$ cat src/rtl/dsp_seq_pkg.sv
// rtl/dsp_seq_pkg.sv - shared state, tag and OPMODE definitions for the DSP48A1 MAC sequencer
package dsp_seq_pkg;

   typedef enum logic [1:0] {
      ST_IDLE  = 2'd0,
      ST_ISSUE = 2'd1,
      ST_DRAIN = 2'd2,
      ST_DONE  = 2'd3
   } state_t;

   // One tag per issue cycle; valid=0 marks a bubble that must not clock P.
   typedef struct packed {
      logic valid;
      logic first;
      logic last;
   } tag_t;

   localparam logic [7:0] OPM_ZERO      = 8'h00;
   localparam logic [7:0] OPM_LOAD      = 8'h01;
   localparam logic [7:0] OPM_ACC       = 8'h09;
   localparam int         OPM_SUB_BIT   = 7;
   localparam int         OPM_CARRY_BIT = 5;

   // First term loads P from M, later terms add onto P; carry-in rounds only the last term.
   function automatic logic [7:0] decode_tag(input tag_t tag, input logic sub, input logic round_en);
      logic [7:0] v;
      v                = tag.first ? OPM_LOAD : OPM_ACC;
      v[OPM_SUB_BIT]   = sub;
      v[OPM_CARRY_BIT] = round_en & tag.last;
      if (!tag.valid) begin
         v = OPM_ZERO;
      end
      return v;
   endfunction

endpackage

$ cat src/rtl/dsp_seq_delay.sv
// rtl/dsp_seq_delay.sv - tag shift register matching the DSP A/B and M register latency
module dsp_seq_delay
   import dsp_seq_pkg::*;
#(
   parameter int DEPTH = 2
) (
   input  logic CLK,
   input  logic RST,
   input  tag_t i_tag,
   output tag_t o_tag
);

   tag_t r_pipe [DEPTH];

   // Shift one tag per cycle; reset empties every stage so no stale term reaches P.
   always_ff @(posedge CLK) begin
      if (RST) begin
         for (int i = 0; i < DEPTH; i++) begin
            r_pipe[i] <= '0;
         end
      end else begin
         r_pipe[0] <= i_tag;
         for (int i = 1; i < DEPTH; i++) begin
            r_pipe[i] <= r_pipe[i-1];
         end
      end
   end

   assign o_tag = r_pipe[DEPTH-1];

endmodule

$ cat src/rtl/dsp_mac_sequencer.sv
// rtl/dsp_mac_sequencer.sv - DSP48A1 multiply-accumulate sequencer (option: DSP_MAC_SEQ_ROUND_EN)
module dsp_mac_sequencer
   import dsp_seq_pkg::*;
#(
   parameter int LEN_W   = 8,
   parameter int OPM_DLY = 2
) (
   input  logic             CLK,
   input  logic             RST,
   input  logic             start,
   input  logic [LEN_W-1:0] len,
   input  logic             sub,
   input  logic             op_valid,
   output logic             op_ready,
   output logic [7:0]       OPMODE,
   output logic             CEP,
   output logic             busy,
   output logic             res_valid,
   output logic             err
);

`ifdef DSP_MAC_SEQ_ROUND_EN
   localparam logic ROUND_EN = 1'b1;
`else
   localparam logic ROUND_EN = 1'b0;
`endif

   // Drain covers the delay line plus the P register itself.
   localparam int               DRN_W    = $clog2(OPM_DLY + 1) + 1;
   localparam logic [DRN_W-1:0] DRN_LAST = DRN_W'(OPM_DLY);
   localparam logic [LEN_W-1:0] CNT_ONE  = LEN_W'(1);

   state_t           r_state;
   logic [LEN_W-1:0] r_remaining;
   logic             r_sub;
   logic             r_first;
   logic [DRN_W-1:0] r_drain_cnt;

   logic             w_hs;
   logic             w_last_hs;
   tag_t             w_push_tag;
   tag_t             w_out_tag;
   logic [7:0]       w_opm;

   assign w_hs      = (r_state == ST_ISSUE) && op_valid;
   assign w_last_hs = w_hs && (r_remaining == CNT_ONE);

   // Build the tag for this issue cycle; a non-handshake cycle becomes a bubble.
   always_comb begin
      w_push_tag       = '0;
      w_push_tag.valid = w_hs;
      w_push_tag.first = w_hs & r_first;
      w_push_tag.last  = w_last_hs;
   end

   dsp_seq_delay #(
      .DEPTH (OPM_DLY)
   ) u_delay (
      .CLK   (CLK),
      .RST   (RST),
      .i_tag (w_push_tag),
      .o_tag (w_out_tag)
   );

   assign w_opm = decode_tag(w_out_tag, r_sub, ROUND_EN);

   // Register the decoded opmode so it lands on the post-adder cycle of its product.
   always_ff @(posedge CLK) begin
      if (RST) begin
         OPMODE <= OPM_ZERO;
         CEP    <= 1'b0;
      end else begin
         OPMODE <= w_opm;
         CEP    <= w_out_tag.valid;
      end
   end

   // Command FSM: accept, issue terms, wait for the pipeline to empty, flag the result.
   always_ff @(posedge CLK) begin
      if (RST) begin
         r_state     <= ST_IDLE;
         r_remaining <= '0;
         r_sub       <= 1'b0;
         r_first     <= 1'b0;
         r_drain_cnt <= '0;
         op_ready    <= 1'b0;
         busy        <= 1'b0;
         res_valid   <= 1'b0;
         err         <= 1'b0;
      end else begin
         res_valid <= 1'b0;
         err       <= 1'b0;
         case (r_state)
            ST_IDLE: begin
               if (start) begin
                  if (len != '0) begin
                     r_state     <= ST_ISSUE;
                     r_remaining <= len;
                     r_sub       <= sub;
                     r_first     <= 1'b1;
                     op_ready    <= 1'b1;
                     busy        <= 1'b1;
                  end else begin
                     err <= 1'b1;
                  end
               end
            end
            ST_ISSUE: begin
               if (op_valid) begin
                  r_first <= 1'b0;
                  if (w_last_hs) begin
                     r_state     <= ST_DRAIN;
                     op_ready    <= 1'b0;
                     r_drain_cnt <= '0;
                  end else begin
                     r_remaining <= r_remaining - 1'b1;
                  end
               end
            end
            ST_DRAIN: begin
               if (r_drain_cnt == DRN_LAST) begin
                  r_state   <= ST_DONE;
                  res_valid <= 1'b1;
               end else begin
                  r_drain_cnt <= r_drain_cnt + 1'b1;
               end
            end
            ST_DONE: begin
               r_state     <= ST_IDLE;
               busy        <= 1'b0;
               r_remaining <= '0;
            end
            default: begin
               r_state <= ST_IDLE;
            end
         endcase
      end
   end

endmodule
$ cat config.mk
export PLATFORM = sky130hd
export DESIGN_NAME = dsp_mac_sequencer
export DESIGN_NICKNAME = d
export VERILOG_FILES = /design/src/rtl/dsp_seq_pkg.sv /design/src/rtl/dsp_seq_delay.sv /design/src/rtl/dsp_mac_sequencer.sv
export SDC_FILE = /design/constraint.sdc
export NUM_CORES = 1
export LEC_CHECK = 0
export CAP_MARGIN = 20
export CORE_MARGIN = 3
export CORE_UTILIZATION = 30
export DETAILED_ROUTE_END_ITERATION = 8
export GPL_TIMING_DRIVEN = 0
export HOLD_SLACK_MARGIN = 0.1
export SLEW_MARGIN = 0
export SYNTH_ARGS = -nofsm -noshare
export SYNTH_HDL_FRONTEND = slang
export SYNTH_SLANG_ARGS = --single-unit
$ cat constraint.sdc
create_clock -name CLK -period 1.8 [get_ports CLK]
set_input_delay 0.27 -clock CLK [delete_from_list [all_inputs] [get_ports CLK]]
set_output_delay 0.27 -clock CLK [all_outputs]
set_load 0.05 [all_outputs]
# Yosys cells after proc, flatten, opt, wreduce, memory -nomap -nowiden
# Memory sizes are Yosys's and may differ from the RTL's.
# Cells that the tools add are included.
[totals]
ff_bits = 28
ramBits = 6
in_bits = 13
out_inout_bits = 13
elab_cells = 83
mem_count = 1
[op_classes]
addsub = 2
n_eq_ne = 12
mux = 31
bitwise_logic = 7
n_reduce_logical = 18
[mem_list]
columns = ["name", "depth", "word_bits", "read_ports", "rd_ports_with_merged_regs", "wr", "line", "rtl"]
rows = [
  ["u_delay.r_pipe", 2, 3, 2, 0, 2, "dsp_seq_delay.sv:13", "tag_t r_pipe [DEPTH];"],
]
[ops]
columns = ["op", "count"]
rows = [
  ["8-bit 2-to-1 mux", 4],
  ["8-bit case mux with 3 select lines", 1],
  ["3-bit 2-to-1 mux", 5],
  ["5-bit AND reduction", 3],
  ["2-bit inequality test, second input constant", 7],
  ["1-bit 2-to-1 mux", 10],
  ["2-bit 2-to-1 mux", 5],
  ["8-bit by 1-bit equality test with 1-bit output, second input constant", 1],
  ["2-bit case mux with 4 select lines", 1],
  ["4-bit AND reduction", 2],
  ["8-bit nonzero test", 1],
  ["8-bit by 1-bit subtractor with 8-bit output, second input constant", 1],
  ["1-bit case mux with 2 select lines", 3],
  ["3-bit case mux with 2 select lines", 1],
  ["3-bit AND reduction", 2],
  ["2-bit nonzero test", 3],
  ["2-bit equality test, second input constant", 2],
  ["4-bit 2-to-1 mux", 1],
  ["1-bit NOT", 4],
  ["2-bit OR reduction", 2],
  ["3-bit by 1-bit adder with 3-bit output, second input constant", 1],
  ["3-bit by 2-bit equality test with 1-bit output, second input constant", 1],
  ["3-bit nonzero test", 1],
  ["3-bit OR reduction", 1],
  ["5 further kinds", 7],
]

# Logic depth before layout (Yosys ltp)
[logic_depth]
depth_word = 6
mapped_depth = 7
mapped_depth_nobuf = 6

# Hierarchy
# A second synthesis with hierarchy kept.
[hier_totals]
cells_unflattened = 164
hier_area_um2 = 1442.6
[modules_own_cells]
columns = ["mod", "instances", "cells_per_inst", "area_per_inst_um2", "seq_area_each_um2"]
rows = [
  ["dsp_mac_sequencer", 1, 149, 1262.5, 460.4],
  ["dsp_seq_delay", 1, 15, 180.2, 120.1],
]

# Worst setup path before layout
# No wires, ideal clock.
[synth_path]
path_type = "register -> register"
startpoint = "register r_remaining[4]"
endpoint = "register r_remaining[6]"
setup_ns = 0.121
arrival_ns = 1.896
required_ns = 1.679
setup_slack_ns = -0.217
path_stages_with_launch = 7
path_buffers = 2
synth_period_minus_slack_ns = 2.017
cell_sequence = "dfxtp_1 > or3_1 > buf_2 > or4_1 > buf_2 > nand3_1 > mux2_2"
[synth_between]
elab_chain_len = 4
word_cells_on_any_way = 8
cone_classes = "add/sub: 1; eq/ne: 2; mux: 3; reduce/logical: 2"
[synth_lines]
columns = ["item", "line", "rtl"]
rows = [
  ["from (decl)", "dsp_mac_sequencer.sv:34", "logic [LEN_W-1:0] r_remaining;"],
  ["from (signal assigned)", "dsp_mac_sequencer.sv:98", "r_remaining <= len;"],
  ["from (signal assigned)", "dsp_mac_sequencer.sv:116", "r_remaining <= r_remaining - 1'b1;"],
  ["8-bit by 1-bit subtractor with 8-bit output / 8-bit by 1-bit equality test with 1-bit output (equally long branches)", "dsp_mac_sequencer.sv:116, dsp_mac_sequencer.sv:46", ""],
  ["8-bit 2-to-1 mux / 1-bit logical AND (equally long branches)", "dsp_mac_sequencer.sv:111, dsp_mac_sequencer.sv:46", ""],
  ["8-bit 2-to-1 mux / 2-bit inequality test (equally long branches)", "--", ""],
  ["8-bit case mux with 3 select lines / 5-bit AND reduction (equally long branches)", "--", ""],
]
# Several ways; a longest one is shown, not always the timed one. The select of a mux whose other input is x is not followed.
# A chain may end at the register's enable or synchronous reset.

# Worst setup path in the final report
[layout_path]
startpoint = "register r_remaining[2]"
endpoint = "register r_drain_cnt[1]"
[layout_between]
elab_chain_len = 4
[layout_lines]
columns = ["item", "line", "rtl"]
rows = [
  ["8-bit by 1-bit equality test with 1-bit output", "dsp_mac_sequencer.sv:46", "assign w_last_hs = w_hs && (r_remaining == CNT_ONE);"],
  ["1-bit logical AND", "dsp_mac_sequencer.sv:46", ""],
  ["2-bit inequality test (no line)", "--", ""],
  ["4-bit AND reduction (no line)", "--", ""],
  ["to (signal assigned)", "dsp_mac_sequencer.sv:125", "r_drain_cnt <= r_drain_cnt + 1'b1;"],
  ["to (decl)", "dsp_mac_sequencer.sv:37", "logic [DRN_W-1:0] r_drain_cnt;"],
]
# Every way passes these cells.

==> results.toml <==
[detailed_routing]
vias = 1391
drc = 0
drt_iter0_drc = 116
wl_mm = 3.730
via_per_inst = 5.269
detail-route-antenna-nets = 0
wl_per_cell_um = 14.13
drtPass1Iterations = 4

[layout]
n_antenna_cell = 0
instances_no_fill = 264
nFillCells = 453
postLayoutCellArea_sq_um = 1973
final_cell_mix = "21 x dfxtp_1, 20 x clkdlybuf4s50_1, 11 x buf_4"
drive_gt1_share_pct = 20.60
area_growth_pct = 34.90
layout_commonest_cell = "dfxtp_1"
fin_nets = 222

[logic_synthesis]
synth_area_per_cell_sq_um = 8.811
yosysWarnings = 0
synth_top_area_share_pct = 36.95
async_flop_share_pct = 0
synth.area.top_cells = "dfxtp_1 37%, ha_1 7.7%, nor2b_1 3.8%, inv_1 2.8%, mux2i_1 2.7%"
synth_edf_count = 0
synth_area_leader_cell = "dfxtp_1"
syn_area_sq_um = 1463
yosysSeqAreaShare_pct = 36.95
synth_seq_cells = 27
synth.distinct_cells = 45
synth_cells = 166
synthFlopType = "dfxtp_1"

[pwr]
power_density_nw_per_um2 = 1448
peakVddDrop_v = 0.0004317
power_w = 0.002858
p_leak_nw = 0.7485

[worst_setup_path]
start_kind = "flop"
ff2ff_path_depth = 4
cp.required_ns = 2.02
worstSetupEndpointType = "flop"
critPathMaxFanout = 6
arrival_ns = 2.15
critPathKind = "flop to flop"

[clock_tree]
cts_root_buf = "clkbuf_8"
clk_pin_slew_ns = 0.10
cts_hold_buffers = 0
h-tree-depth = 1
clk_path_buf_depth = 2
cts_tree = "built"
insertion_delay_ns = 0.28
cts_buffers = 3
cts.sinks = 27

[floorplanning]
start_util_pct = 32.26
core-area_sq_um = 4534
io_pins = 26
dieArea_sq_um = 5749
dieHeight_um = 75.83
dieWidth_um = 75.83
fp-row-count = 24

[sta]
holdWs_ns = 0.4061
worst_slack_ns = -0.1217
maxSlewViolCount = 0
rsz0062_at_grt = "yes"
min_period_ns = 1.922
clock_skew_ns = 0.003458
hold_viol = 0
worst_pin_slew_ns = 0.5073
slew_headroom_pct = 66.08
fmax_mhz = 520.4
final.period_utilization_pct = 106.8
setup_viol = 7

[grt]
grt_pass1_vias = 1235
grt_use_total_pct = 13.03
grt_max_degree = 18
antenna_found_initial = 0
grt_pass1_wl_mm = 5.823
grt-ovfl-total = 0

[worst_hold_path]
hold_depth = 1
hp-class = "flop to flop"

[placement]
gp_congestion = 0.8770
placed_area_sq_um = 1784
place_inst = 255
io_buffers = 20
dpl.hpwl_mm = 2.623
pre_cts_ws_ns = -0.4364

[outcome]
violations = "setup timing"
status = "finished, violations left"

[run]
max_cap_violations = 0
## worst paths after layout
| check | startpoint | endpoint | slack, ns |
|---|---|---|---|
| max | r_remaining[2] | r_drain_cnt[1] | -0.12 |
| min | u_delay.r_pipe[0][4] | OPMODE[3] | 0.41 |
| max reg2reg | r_remaining[2] | r_drain_cnt[1] | -0.12 |
| min reg2reg | u_delay.r_pipe[0][4] | OPMODE[3] | 0.41 |
## cell type report
type | instances | area [sq um] | area share (%)
Tap cell | 65 | 81.33 | 4.122
Inverter | 11 | 41.29 | 2.093
Clock buffer | 3 | 41.29 | 2.093
Timing Repair Buffer | 27 | 265.3 | 13.44
Buffer | 11 | 68.82 | 3.488
Sequential cell | 27 | 555.5 | 28.15
Clock inverter | 1 | 8.758 | 0.4439
Multi-Input combinational cell | 119 | 910.9 | 46.16
## report_power, final
part / switching (W) / internal (W) / leakage (nW) / total, W
Combinational: 0.000847 / 0.000710 / 0.499 / 0.00156
Clock: 0.000215 / 0.000163 / 0.0261 / 0.000379
Sequential: 0.000151 / 0.000771 / 0.224 / 0.000922
## per-stage QoR
stage,TNS [ns],util [%]
CTS,-0.5689,41.83
global route,-1.091,43.52
global placement,-4.254,39.35
floorplan,-0.2186,-
finish,-0.4056,43.52
detailed placement,-4.141,39.35
## routing by layer
| layer | global-route usage (%) | up-vias | share of wire [%] |
|---|---|---|---|
| li1 | - | 662 | - |
| met1 | 17.49 | 666 | 44 |
| met2 | 20.06 | 54 | 47 |
| met3 | 2.902 | 9 | 6.7 |
| met4 | 5.437 | 0 | 2.1 |
| met5 | 0 | - | 0 |
## registers in the layout (all words and copies together) (netlist names)
| name | count |
|---|---|
| res_valid | 1 |
| CEP | 1 |
| u_delay.r_pipe | 4 |
| OPMODE | 3 |
| r_remaining | 8 |
| r_state | 2 |
| op_ready | 1 |
| r_first | 1 |
| r_drain_cnt | 3 |
| r_sub | 1 |
| err | 1 |
| busy | 1 |
## cells in the mapped netlist (2+ instances only)
| cell type | instances |
|---|---|
| and3_1 | 4 |
| a311oi_1 | 3 |
| a31oi_1 | 4 |
| o21ai_0 | 8 |
| mux2i_1 | 4 |
| a21oi_1 | 7 |
| nor2_1 | 6 |
| ha_1 | 9 |
| a32oi_1 | 2 |
| and2_1 | 2 |
| buf_2 | 2 |
| nand3_1 | 4 |
| xor2_1 | 2 |
| inv_1 | 11 |
| or4b_1 | 2 |
| nand2_1 | 7 |
| nor3b_1 | 2 |
| dfxtp_1 | 27 |
| o211ai_1 | 2 |
| or4_1 | 5 |
| a22oi_1 | 2 |
| or3_1 | 4 |
| nor4_1 | 2 |
| nand2b_1 | 4 |
| o32ai_1 | 2 |
| nor2b_1 | 9 |
| clkbuf_1 | 6 |
| buf_4 | 5 |
| nor3_1 | 3 |
## logic make-up (layout without fill, tap and decap cells)
kind of cell / count (synthesis) / in the layout / share of synthesized area, %
XOR/XNOR: 2 / 2 / 1.198
adder cells (fa/ha/maj): 9 / 9 / 7.699
AND/OR/NAND/NOR: 57 / 57 / 23.01
other: 1 / 5 / 0.2564
AO/OA/AOI/OAI: 41 / 41 / 19.76
buffers and inverters: 24 / 53 / 7.614
flip-flops: 27 / 27 / 36.95
multiplexers: 5 / 5 / 3.507
## critical path: stages (launching register included)
cell,delay (ns)
dfxtp_2,0.34
or3_4,0.41
o41a_1,0.42
or4b_1,0.56
a21oi_2,0.13
## what timing repair did
| item | in CTS | in global routing |
|---|---|---|
| pin swaps | 5 | 4 |
| setup buffers | 4 | 3 |
| setup endpoints to repair | 14 | 15 |
| gates resized for setup | 16 | 13 |
No activity file was read; power rests on OpenSTA's default activity.
==> RTL edit (config.mk and constraints unchanged) <==
Change the localparam `ROUND_EN` from 1'b0 to 1'b1.
--- a/src/rtl/dsp_mac_sequencer.sv
+++ b/src/rtl/dsp_mac_sequencer.sv
@@ -23,5 +23,5 @@
    localparam logic ROUND_EN = 1'b1;
 `else
-   localparam logic ROUND_EN = 1'b0;
+   localparam logic ROUND_EN = 1'b1;
 `endif
 
Formal check against the unedited RTL: not equivalent (a bounded check fails within 10 cycles, from zero or initial values and one cycle with RST high).
==> RTL edit against the unedited design <==
Highest routed layer unchanged. Setup slack improved by 0.22 ns. Global-route usage decreased by 1.3 points. Design area increased by 1.9%. Power increased by 7.2%. Largest cell class unchanged. Routed wire length decreased by 14%. Clock power increased by 48%. Sequential cell count increased by 3. Combinational power decreased by 3%. Die area increased by 2.3%. Area after synthesis increased by 2.5%. Count of clock-buffer cells in the layout increased by 3. Largest power group unchanged. Sequential power increased by 7.3%. Register-to-register slack improved by 0.23 ns.
==> RTL edit: results (changes against the unedited design) <==
INFO  metric max-vdd-ir-drop = 0.433 mV (was 0.432 mV)
INFO  metric via_count = 1,245 (was 1,391)
INFO  metric routedLengthMet1 = 1.42 mm (was 1.64 mm)
INFO  metric r2r_slack = 0.11 ns (was -0.12 ns)
INFO  metric global_route_wire_length_before_repair = 5.59 mm (was 5.82 mm)
INFO  metric critical_path.max_fanout = 2 (was 6)
INFO  metric r2r-end = r_state[1]$_SDFFE_PP0P_ (was r_drain_cnt[1]$_SDFFE_PP0P_)
INFO  metric power.clock.fraction = 0.183 (was 0.132)
INFO  metric post_cts_buffers = 2 (was 4)
INFO  metric clk_transition_reported_paths = 0.06 ns (was 0.10 ns)
INFO  metric port_buffers = 21 (was 20)
INFO  metric critical-path-max-stage-delay = 0.81 ns (was 0.56 ns)
INFO  metric mean_cell_area_of_the_mapped_netlist = 9.14 um^2 (was 8.81 um^2)
INFO  metric synth-compound-area-share = 0.158 (was 0.198)
INFO  metric layout-drive-gt1-share = 0.205 (was 0.206)
INFO  metric post-dp-hpwl = 2.29 mm (was 2.62 mm)
INFO  metric multi_input_area = 880 um^2 (was 911 um^2)
INFO  metric sequential_cell_total = 30 (was 27)
INFO  metric fin_skew = 0.00382 ns (was 0.00346 ns)
INFO  metric rr_worst_depth = 7 (was 4)
INFO  metric switching_share = 0.416 (was 0.425)
INFO  metric met2_length = 1.54 mm (was 1.76 mm)
INFO  metric postCtsResizedCells = 2 (was 16)
INFO  metric layout.clock.cell_area_share = 0.0473 (was 0.0254)
INFO  metric final.clkbuf_count = 6 (was 3)
INFO  metric avgRoutedWirePerCell = 12.0 um (was 14.1 um)
INFO  metric status = finished, final reports clean (was complete, but fails checks)
INFO  metric netlist_top_cells_count = 30 x sky130_fd_sc_hd__dfxtp_1, 18 x sky130_fd_sc_hd__nor2_1, 11 x sky130_fd_sc_hd__a21oi_1, 11 x sky130_fd_sc_hd__nand2_1, 10 x sky130_fd_sc_hd__inv_1 (was 27 x sky130_fd_sc_hd__dfxtp_1, 11 x sky130_fd_sc_hd__inv_1, 9 x sky130_fd_sc_hd__ha_1, 9 x sky130_fd_sc_hd__nor2b_1, 8 x sky130_fd_sc_hd__o21ai_0)
INFO  metric synth.yosys.seq_area_share = 0.401 (was 0.370)
INFO  metric routed_wl_met3 = 193 um (was 249 um)
INFO  metric place_congestion = 0.814 (was 0.877)
INFO  metric synth.area.mux_share = 0.0334 (was 0.0351)
INFO  metric netlist-cell-type-count = 40 (was 45)
INFO  metric cts_buffers = 5 (was 3)
INFO  metric p_switching = 1.27 mW (was 1.21 mW)
INFO  metric layout_top_registers = r_remaining x8, u_delay.r_pipe x6, OPMODE x4 (was r_remaining x8, u_delay.r_pipe x4)
## RTL edit: worst max path at each step
stage / from / end / slack (ns) / depth (start not counted)
6_report: busy$_SDFFE_PP0P_ / busy / 0.1 / 1
5_1_grt: r_remaining[0]$_SDFFE_PP0P_ / r_remaining[0]$_SDFFE_PP0P_ / -0.01 / 7
4_1_cts: r_state[1]$_SDFFE_PP0P_ / r_remaining[1]$_SDFFE_PP0P_ / 0.006 / 8
3_5_place_dp: len[7] / r_remaining[1]$_SDFFE_PP0P_ / -0.35 / 7
3_3_place_gp: len[7] / r_remaining[1]$_SDFFE_PP0P_ / -0.35 / 7
2_1_floorplan: r_state[1]$_SDFFE_PP0P_ / r_remaining[7]$_SDFFE_PP0P_ / 0.16 / 8
## RTL edit: metal layers
layer / global-route usage / vias up
met5: 0 / -
li1: - / 624
met3: 0.0376 / 5
met2: 0.178 / 35
met1: 0.157 / 581
met4: 0.0435 / 0
